<file path="src/rtl/run_seq_detector_pkg.sv">
// Shared defaults, width helper and the run-length control bundle for the run sequence detector.
package run_seq_detector_pkg;

  localparam int unsigned DEF_SYM_W = 2;
  localparam int unsigned DEF_LEN   = 3;
  localparam logic [DEF_LEN*DEF_SYM_W-1:0] DEF_PAT = 6'b111001;

  // Bits needed to hold the values 0..n (never less than one bit).
  function automatic int unsigned cntw(input int unsigned n);
    cntw = (n < 2) ? 1 : $clog2(n + 1);
  endfunction

  typedef struct packed {
    logic inc;
    logic set;
    logic clr;
  } run_ctl_t;

endpackage

</file>
<file path="src/rtl/sat_counter.sv">
// Saturating up-counter with clear and load-one; shared by run length and match counting.
module sat_counter #(
  parameter int unsigned     WIDTH = 8,
  parameter logic [WIDTH-1:0] MAX  = '1
) (
  input  logic             clk,
  input  logic             reset,
  input  logic             inc,
  input  logic             clr,
  input  logic             set,
  output logic [WIDTH-1:0] count
);

  logic [WIDTH-1:0] r_cnt;

  // clr outranks both set and inc
  always_ff @(posedge clk) begin
    if (reset || clr)              r_cnt <= '0;
    else if (set)                  r_cnt <= WIDTH'(1);
    else if (inc && r_cnt != MAX)  r_cnt <= r_cnt + WIDTH'(1);
  end

  assign count = r_cnt;

endmodule

</file>
<file path="src/rtl/run_seq_detector.sv">
// Detects LEN ordered runs of programmable symbols, each at least MIN_RUN long,
// with a level output, a rising-edge pulse and a saturating match counter.
module run_seq_detector
  import run_seq_detector_pkg::*;
#(
  parameter int unsigned SYM_W   = DEF_SYM_W,
  parameter int unsigned LEN     = DEF_LEN,
  parameter int unsigned MIN_RUN = 1,
  parameter int unsigned CNT_W   = 8,
  parameter logic [LEN*SYM_W-1:0] DEFAULT_PAT = DEF_PAT
) (
  input  logic                       clk,
  input  logic                       reset,
  input  logic                       in_valid,
  input  logic [SYM_W-1:0]           sym,
  input  logic                       load,
  input  logic [LEN*SYM_W-1:0]       pattern,
  input  logic                       cnt_clr,
  output logic                       ans,
  output logic                       hit_pulse,
  output logic [$clog2(LEN+1)-1:0]   stage,
  output logic [CNT_W-1:0]           match_cnt
);

  localparam int unsigned SW = $clog2(LEN + 1);
  localparam int unsigned RW = cntw(MIN_RUN);

  logic [LEN*SYM_W-1:0] r_pat;
  logic [SW-1:0]        r_stage, w_stage_nxt;
  logic                 r_hit;
  logic [RW-1:0]        w_run_len, w_run_nxt;
  logic [SYM_W-1:0]     w_pat [2**SW];
  logic [SYM_W-1:0]     w_cur, w_nxt;
  logic                 w_run_ok, w_ans, w_ans_nxt;
  run_ctl_t             w_run_ctl;

  // Pad the element table to a power of two so the stage value indexes it directly.
  for (genvar k = 0; k < 2**SW; k++) begin : g_pat
    if (k < LEN) begin : g_used
      assign w_pat[k] = r_pat[k*SYM_W +: SYM_W];
    end else begin : g_pad
      assign w_pat[k] = '0;
    end
  end

  assign w_cur    = w_pat[r_stage - SW'(1)];
  assign w_nxt    = w_pat[r_stage];
  assign w_run_ok = (w_run_len >= RW'(MIN_RUN));
  assign w_ans    = (r_stage == SW'(LEN)) && w_run_ok;

  // Rule order matters: staying in a run shadows advancing, which shadows restarting.
  always_comb begin
    w_stage_nxt = r_stage;
    w_run_ctl   = '0;
    if (load) begin
      w_stage_nxt   = '0;
      w_run_ctl.clr = 1'b1;
    end else if (in_valid) begin
      if (r_stage != '0 && sym == w_cur) begin
        w_run_ctl.inc = 1'b1;
      end else if (r_stage != '0 && r_stage != SW'(LEN) && sym == w_nxt && w_run_ok) begin
        w_stage_nxt   = r_stage + SW'(1);
        w_run_ctl.set = 1'b1;
      end else if (sym == w_pat[0]) begin
        w_stage_nxt   = SW'(1);
        w_run_ctl.set = 1'b1;
      end else begin
        w_stage_nxt   = '0;
        w_run_ctl.clr = 1'b1;
      end
    end
  end

  // Look-ahead of the run counter so the pulse lands in the same cycle ans rises.
  always_comb begin
    w_run_nxt = w_run_len;
    if (w_run_ctl.clr)                   w_run_nxt = '0;
    else if (w_run_ctl.set)              w_run_nxt = RW'(1);
    else if (w_run_ctl.inc && !w_run_ok) w_run_nxt = w_run_len + RW'(1);
  end

  assign w_ans_nxt = (w_stage_nxt == SW'(LEN)) && (w_run_nxt >= RW'(MIN_RUN));

  always_ff @(posedge clk) begin
    if (reset) begin
      r_pat   <= DEFAULT_PAT;
      r_stage <= '0;
      r_hit   <= 1'b0;
    end else begin
      if (load) r_pat <= pattern;
      r_stage <= w_stage_nxt;
      r_hit   <= w_ans_nxt && !w_ans;
    end
  end

  sat_counter #(.WIDTH(RW), .MAX(RW'(MIN_RUN))) u_run (
    .clk   (clk),
    .reset (reset),
    .inc   (w_run_ctl.inc),
    .clr   (w_run_ctl.clr),
    .set   (w_run_ctl.set),
    .count (w_run_len)
  );

  sat_counter #(.WIDTH(CNT_W), .MAX({CNT_W{1'b1}})) u_match (
    .clk   (clk),
    .reset (reset),
    .inc   (r_hit),
    .clr   (cnt_clr),
    .set   (1'b0),
    .count (match_cnt)
  );

  assign ans       = w_ans;
  assign hit_pulse = r_hit;
  assign stage     = r_stage;

endmodule

</file>
<file path="config.mk">
export PLATFORM = sky130hd
export DESIGN_NAME = run_seq_detector
export DESIGN_NICKNAME = d
export VERILOG_FILES = /design/src/rtl/run_seq_detector_pkg.sv /design/src/rtl/sat_counter.sv /design/src/rtl/run_seq_detector.sv
export SDC_FILE = /design/constraint.sdc
export NUM_CORES = 1
export LEC_CHECK = 0
export CELL_PAD_IN_SITES_DETAIL_PLACEMENT = 1
export CELL_PAD_IN_SITES_GLOBAL_PLACEMENT = 2
export CORE_MARGIN = 2
export CORE_UTILIZATION = 31
export DETAILED_ROUTE_END_ITERATION = 10
export HOLD_SLACK_MARGIN = 0.08
export PLACE_DENSITY_LB_ADDON = 0.1
export SLEW_MARGIN = 10
export SYNTH_ARGS = -nofsm -noshare
export SYNTH_HDL_FRONTEND = slang
export SYNTH_SLANG_ARGS = --single-unit
</file>
<file path="constraint.sdc">
create_clock -name clk -period 4.5 [get_ports clk]
set_input_delay 0.9 -clock clk [delete_from_list [all_inputs] [get_ports clk]]
set_output_delay 0.9 -clock clk [all_outputs]
set_load 0.05 [all_outputs]
</file>
-- Word level (Yosys, flattened, before mapping)
Index checks and enable logic that the tools add are counted.
W data, S select, Z words.
- output and inout port bits: 12
- flip-flop bits (word level): 18
- eq/ne operators: 7
- reduce and logical (&&, ||, !) cells: 16
- add/sub/neg operators: 4
- bitwise logic cells: 3
- mux-type cells: 25
- magnitude comparators: 4
- operators with widths (kind ; count):
    $mux W2 ; 10
    $mux W1 ; 12
    $logic_and A1 B1 Y1 ; 10
    $add A8 B1 Y8 const B ; 1
    $bmux W2 S2 ; 2
    $ne A8 B8 Y1 const B ; 1
    $eq A2 B2 Y1 ; 3
    $ge A3 B3 Y1 const B ; 2
    $not A2 Y3 ; 2
    $eq A2 B2 Y1 const B ; 2
    $reduce_bool A2 Y1 ; 2
    $mux W3 ; 1
    $add A2 B1 Y2 const B ; 1
    $ge A1 B1 Y1 const B ; 2
    $logic_not A1 Y1 ; 2
    $logic_or A1 B1 Y1 ; 2
    $ne A2 B2 Y1 const B ; 1
    $sub A2 B1 Y2 const B ; 1
    $add A1 B1 Y1 const B ; 1
    $not A1 Y1 ; 1

-- Longest topological paths before layout
- word-level depth: 18
- depth in mapped cells: 9
- mapped depth without buffers: 8

-- Modules after synthesis
Synthesis repeated with hierarchy kept, for this count alone.
- cell total of the unflattened synthesis: 128
- area total of the unflattened synthesis: 1107.3 um^2
- modules (own cells, without submodules) (module ; cells each ; area each (um^2) ; seq. area each (um^2) ; times used):
    run_seq_detector ; 74 ; 635.6 ; 180.2 ; 1
    sat_counter at u_match ; 51 ; 441.7 ; 160.2 ; 1
    sat_counter at u_run ; 3 ; 30.0 ; 20.0 ; 1

-- Least setup slack after synthesis
No wires, ideal clock.
- path type: reg-to-reg
- from: register r_stage[0] (netlist: stage[0])
- to: register r_stage[1] (netlist: stage[1])
- arrival time: 2.343 ns
- path slack: 2.081 ns
- period minus slack after synthesis: 2.419 ns
- required time: 4.424 ns
- library setup time: 0.076 ns
- cell stages (with the launch flop): 10
- cell sequence: dfxtp_1 buf_6 inv_1 ha_1 or3b_2 mux2i_1 o22ai_2 nand2_2 nand2_1 a21boi_0
- word-level cells in the longest chain between the ends: 11
- elaborated cells on any way between the ends: 22
- classes of those cells: add/sub (2); eq/ne (3); mux (10); bitwise (2); reduce/logical (5)
- RTL lines (what ; RTL line ; source):
    start: declaration ; run_seq_detector.sv:29 ; logic [SW-1:0] r_stage, w_stage_nxt;
    start signal: assignment ; run_seq_detector.sv:91 ; r_stage <= w_stage_nxt;
    parallel branches: the longest is 8 deep, another holds $sub A2 B1 Y2 ; - ;
    $mux W2 * ; run_seq_detector.sv:59 ; if (r_stage != '0 && sym == w_cur) begin
    $mux W2 * ; run_seq_detector.sv:58 ; end else if (in_valid) begin
    $mux W2 * ; run_seq_detector.sv:55 ; if (load) begin
Mark *: on every way between the ends. The select of a mux whose other input is x is not followed.
A chain may end at the register's enable or synchronous reset.

-- Worst setup path after layout
- from: register r_stage[0] (netlist: stage[0])
- to: output port ans
- word-level cells in the longest chain between the ends: 2
- RTL lines (what ; RTL line ; source):
    $eq A2 B2 Y1 ; run_seq_detector.sv:49 ; assign w_ans = (r_stage == SW'(LEN)) && w_run_ok;
    $logic_and A1 B1 Y1 ; run_seq_detector.sv:49 ;
    end: declaration ; run_seq_detector.sv:19 ; output logic ans,
No other way between the ends.

==> key figures <==
Routing
  • Via total after detailed routing: ~890
  • Via-to-Cell Ratio: 4.896
  • DR iter-0 viols: 14
  • DR pass1 iterations: 3
  • Drc violations: 0
  • Post-DRT Antenna Nets: 0
  • Routed wire length: 2296 um
  • Average detailed-routed wire length per instance: 12.62 um

Timing
  • Final setup margin: 1.503 ns
  • Worst hold slack after final layout: 0.5663 ns
  • FMAX: between 300 and 400 MHz
  • Count of pins over their slew limit: 0
  • Period Utilization, post-route: 66.61%
  • Clock Skew: between 0.003 and 0.004 ns
  • Final-report setup violation count: 0
  • Unrepaired setup endpoints after global routing: no
  • Sum Neg Setup Slack: 0 ns
  • Worst slew margin relative to its limit: 57.44%
  • Final hold violation count: 0
  • Least-Margin Pin Slew: 0.6330 ns
  • Final min period: about 3 ns

GRT
  • Antenna violations before repair: 0
  • First-pass GRT wire length: 3726 um
  • Overall fraction of global-route tracks in use: 13.34%
  • Vias in the first global route: 843
  • Maximum number of pins on one net before global-route repair: 15
  • Aggregate global routing overflow: 0

Die
  • Die W: just over 60 um
  • Area of the core region: ~0.0031 mm2
  • Area enclosed by the die boundary: about 0.0038 mm2
  • Die H: 61.81 um
  • FP Rows: 20
  • Starting density of the core: 33.12%
  • Io pins: 25

Logic synthesis
  • Mapped Avg Cell Area: 8.931 um2
  • Complex-gate fraction of the synthesized area: 16.43%
  • Count of distinct cell types in the synthesized netlist: 37
  • Adder-cell share of the synthesized area: 3.623%
  • Multiplexer share of the synthesized area: 8.213%
  • Number of nets in the synthesized netlist: roughly 130
  • Fraction of the yosys area taken by sequential cells: 34.78%
  • Yosys synthesis warning count: 0
  • Count of state elements after synthesis: 18
  • Mapped Cells: between 100 and 150
  • Area share of xor/xnor cells in the synthesized design: 8.454%
  • Cell area after synthesis: between 0.001 and 0.0015 mm2
  • Fraction of the mapped netlist area in simple logic gates: between 20% and 30%
  • Dominant combinational cell family by area after synthesis: simple AND/OR/NAND/NOR gates

Worst setup path
  • Slowest CP cell: sky130_fd_sc_hd__clkdlybuf4s50_1
  • Critical Path Fanout Max: 14
  • Element type at the critical path end: output pin
  • Required time worst endpoint: 3.60 ns
  • Ordered cell list for the critical path: ha_1 > and2_1 > clkdlybuf4s50_1
  • Data arrival at the endpoint of the critical path: 2.10 ns
  • Critical Path Source Type: register
  • Category of the most critical setup path: reg2out
  • Worst stage delay on the critical path: roughly 0.80 ns

Clock network
  • CTS Root Cell: sky130_fd_sc_hd__clkbuf_4
  • Number of buffers on the longest clock path: 2
  • Resize count post-CTS: 0
  • Clk sink count: 18
  • CTS HTree Levels: 1
  • Count of hold buffers inserted by post-cts repair: 0
  • Number of buffers created by CTS: 3
  • Clock tree from TritonCTS: done
  • Worst skew pair latency: about 0.29 ns
  • Clock-pin slew on the worst setup and hold paths: 0.10 ns
  • Number of setup buffers added after CTS: 0

Power and ir drop
  • Static power due to leakage: 0.4931 nW
  • Internal: 216.9 uW
  • Peak supply drop: 0.1400 mV
  • Sequential power share: 58.8%
  • Total power: 287.1 uW
  • Pwr Density: 216.3 mW/mm2
  • Fraction of power spent switching nets: 24.45%
  • Net switching power: 70.21 uW
  • Combinational fraction of design power: 14.2%
  • Clock share of power: about 27%

Layout
  • Layout cell share with drive strength beyond 1: about 8%
  • Layout area overhead: 28.14%
  • Cell area after layout: between 0.001 and 0.0015 mm2
  • Number of antenna diodes: 0
  • Net count reported at finish: 156

Job
  • Number of max-capacitance violations reported: 0

Place
  • Instance area after placement: 0.001305 mm2
  • HPWL after detailed placement: 1861 um
  • IO buf count: 24
  • Worst slack after detailed placement: 1.792 ns
  • Placer's final routability congestion estimate: 0.7149

Outcome
  • Result of the run: complete, no violations

Min path
  • Tightest Hold Check Type: reg2reg
==> final timing paths <==
kind                         start                    end  slack [ns]  cells after the start
min          r_pat[2]$_SDFFE_PP0P_  r_pat[2]$_SDFFE_PP0P_        0.57                      2
max            stage[0]$_SDFF_PP0_                    ans        1.50                      3
max reg2reg    stage[0]$_SDFF_PP0_    stage[1]$_SDFF_PP0_        2.08                      8
min reg2reg  r_pat[2]$_SDFFE_PP0P_  r_pat[2]$_SDFFE_PP0P_        0.57                      2
==> cells in the final DEF, fill, tap and decap left out, drive strengths merged, types with 2 or more instances in the layout <==
master	netlist	layout
a211o	4	4
a21boi	2	2
and2	3	3
clkbuf	4	3
clkdlybuf4s50	0	24
dfxtp	18	18
ha	3	3
inv	5	5
mux2i	7	7
nand2	8	8
nand3	3	3
nand3b	3	3
nand4	2	2
nor2	16	16
nor2b	5	5
nor3	2	2
o211ai	2	2
o22ai	2	2
o31ai	3	3
or2	2	2
xnor2	4	4
xor2	6	6
==> worst max-delay path, delay by kind of cell, from the launching register on <==
family / cells / cell delay (ns)
buffers and inverters: 1 / 0.80
and+or+nand+nor: 1 / 0.13
adders and majority gates: 1 / 0.22
DFF: 1 / 0.65
==> synth_stat cells <==
cell / count / area share (%)
sky130_fd_sc_hd__a2111oi_0: 1 / 0.85
sky130_fd_sc_hd__a211o_1: 4 / 3.4
sky130_fd_sc_hd__a21boi_0: 1 / 0.72
sky130_fd_sc_hd__a21boi_2: 1 / 1.1
sky130_fd_sc_hd__a21o_1: 1 / 0.72
sky130_fd_sc_hd__a221oi_1: 1 / 0.85
sky130_fd_sc_hd__a32o_1: 1 / 0.97
sky130_fd_sc_hd__a41o_1: 1 / 0.97
sky130_fd_sc_hd__and2_1: 3 / 1.8
sky130_fd_sc_hd__and3_1: 1 / 0.60
sky130_fd_sc_hd__buf_6: 1 / 1.1
sky130_fd_sc_hd__clkbuf_1: 4 / 1.4
sky130_fd_sc_hd__dfxtp_1: 18 / 35
sky130_fd_sc_hd__ha_1: 3 / 3.6
sky130_fd_sc_hd__inv_1: 5 / 1.8
sky130_fd_sc_hd__mux2_4: 1 / 1.4
sky130_fd_sc_hd__mux2i_1: 7 / 6.8
sky130_fd_sc_hd__nand2_1: 7 / 2.5
sky130_fd_sc_hd__nand2_2: 1 / 0.60
sky130_fd_sc_hd__nand3_1: 3 / 1.4
sky130_fd_sc_hd__nand3b_1: 2 / 1.4
sky130_fd_sc_hd__nand3b_4: 1 / 1.9
sky130_fd_sc_hd__nand4_1: 2 / 1.2
sky130_fd_sc_hd__nor2_1: 16 / 5.8
sky130_fd_sc_hd__nor2b_1: 5 / 3.0
sky130_fd_sc_hd__nor3_1: 2 / 0.97
sky130_fd_sc_hd__o211ai_1: 2 / 1.4
sky130_fd_sc_hd__o21ai_0: 1 / 0.48
sky130_fd_sc_hd__o22ai_1: 1 / 0.60
sky130_fd_sc_hd__o22ai_2: 1 / 1.2
sky130_fd_sc_hd__o311a_1: 1 / 0.97
sky130_fd_sc_hd__o31ai_1: 3 / 2.2
sky130_fd_sc_hd__or2_2: 2 / 1.2
sky130_fd_sc_hd__or3b_2: 1 / 0.85
sky130_fd_sc_hd__or4_1: 1 / 0.72
sky130_fd_sc_hd__xnor2_1: 4 / 3.4
sky130_fd_sc_hd__xor2_1: 6 / 5.1
==> power by group through the flow <==
stage / sequential (mW) / clock, mW / combinational, mW
after floorplan: 0.171 / 0 / 0.0252
after global placement: 0.172 / 0 / 0.0401
after detailed placement: 0.172 / 0 / 0.0411
after CTS: 0.169 / 0.0827 / 0.0413
after global routing: 0.170 / 0.0917 / 0.0448
final: 0.169 / 0.0777 / 0.0406
==> cells by family (layout without fill, tap and decap cells) <==
logic type / Yosys count / count (layout)
AOI/OAI and AO/OA: 20 / 20
xor gates and xnor gates: 10 / 10
adders and majority gates: 3 / 3
buffers and inverters: 10 / 32
DFF: 18 / 18
muxes: 8 / 8
and+or+nand+nor: 47 / 47
==> routing by layer <==
metal,GRT usage (%),share of wire [%],wire length [um],vias up
met5,0,0,0,-
met4,4.559,0.65,15,0
met3,3.727,3.8,88,2
met2,21.80,46,1063,16
met1,16.90,49,1128,421
li1,-,-,-,452
==> layout make-up <==
type,count,area (um2)
clock buffers,3,22.52
fillers,373,1800
inverters,5,18.77
multi-input cells,88,630.6
flip-flops and latches,18,360.3
well taps,44,55.05
repair buffers,24,240.2
==> sequential cells by signal (all words and copies together), names as in the netlist <==
| name | cells |
|---|---|
| u_run.count | 1 |
| stage | 2 |
| u_match.count | 8 |
| hit_pulse | 1 |
| r_pat | 6 |
==> stage by stage <==
stage,std cells,util (%)
4_1_cts,182,42.44
6_report,182,42.44
3_5_place_dp,179,41.72
5_1_grt,182,42.44
2_1_floorplan,116,-
3_3_place_gp,179,41.72
Note: power is estimated with default switching activity, not from simulation.
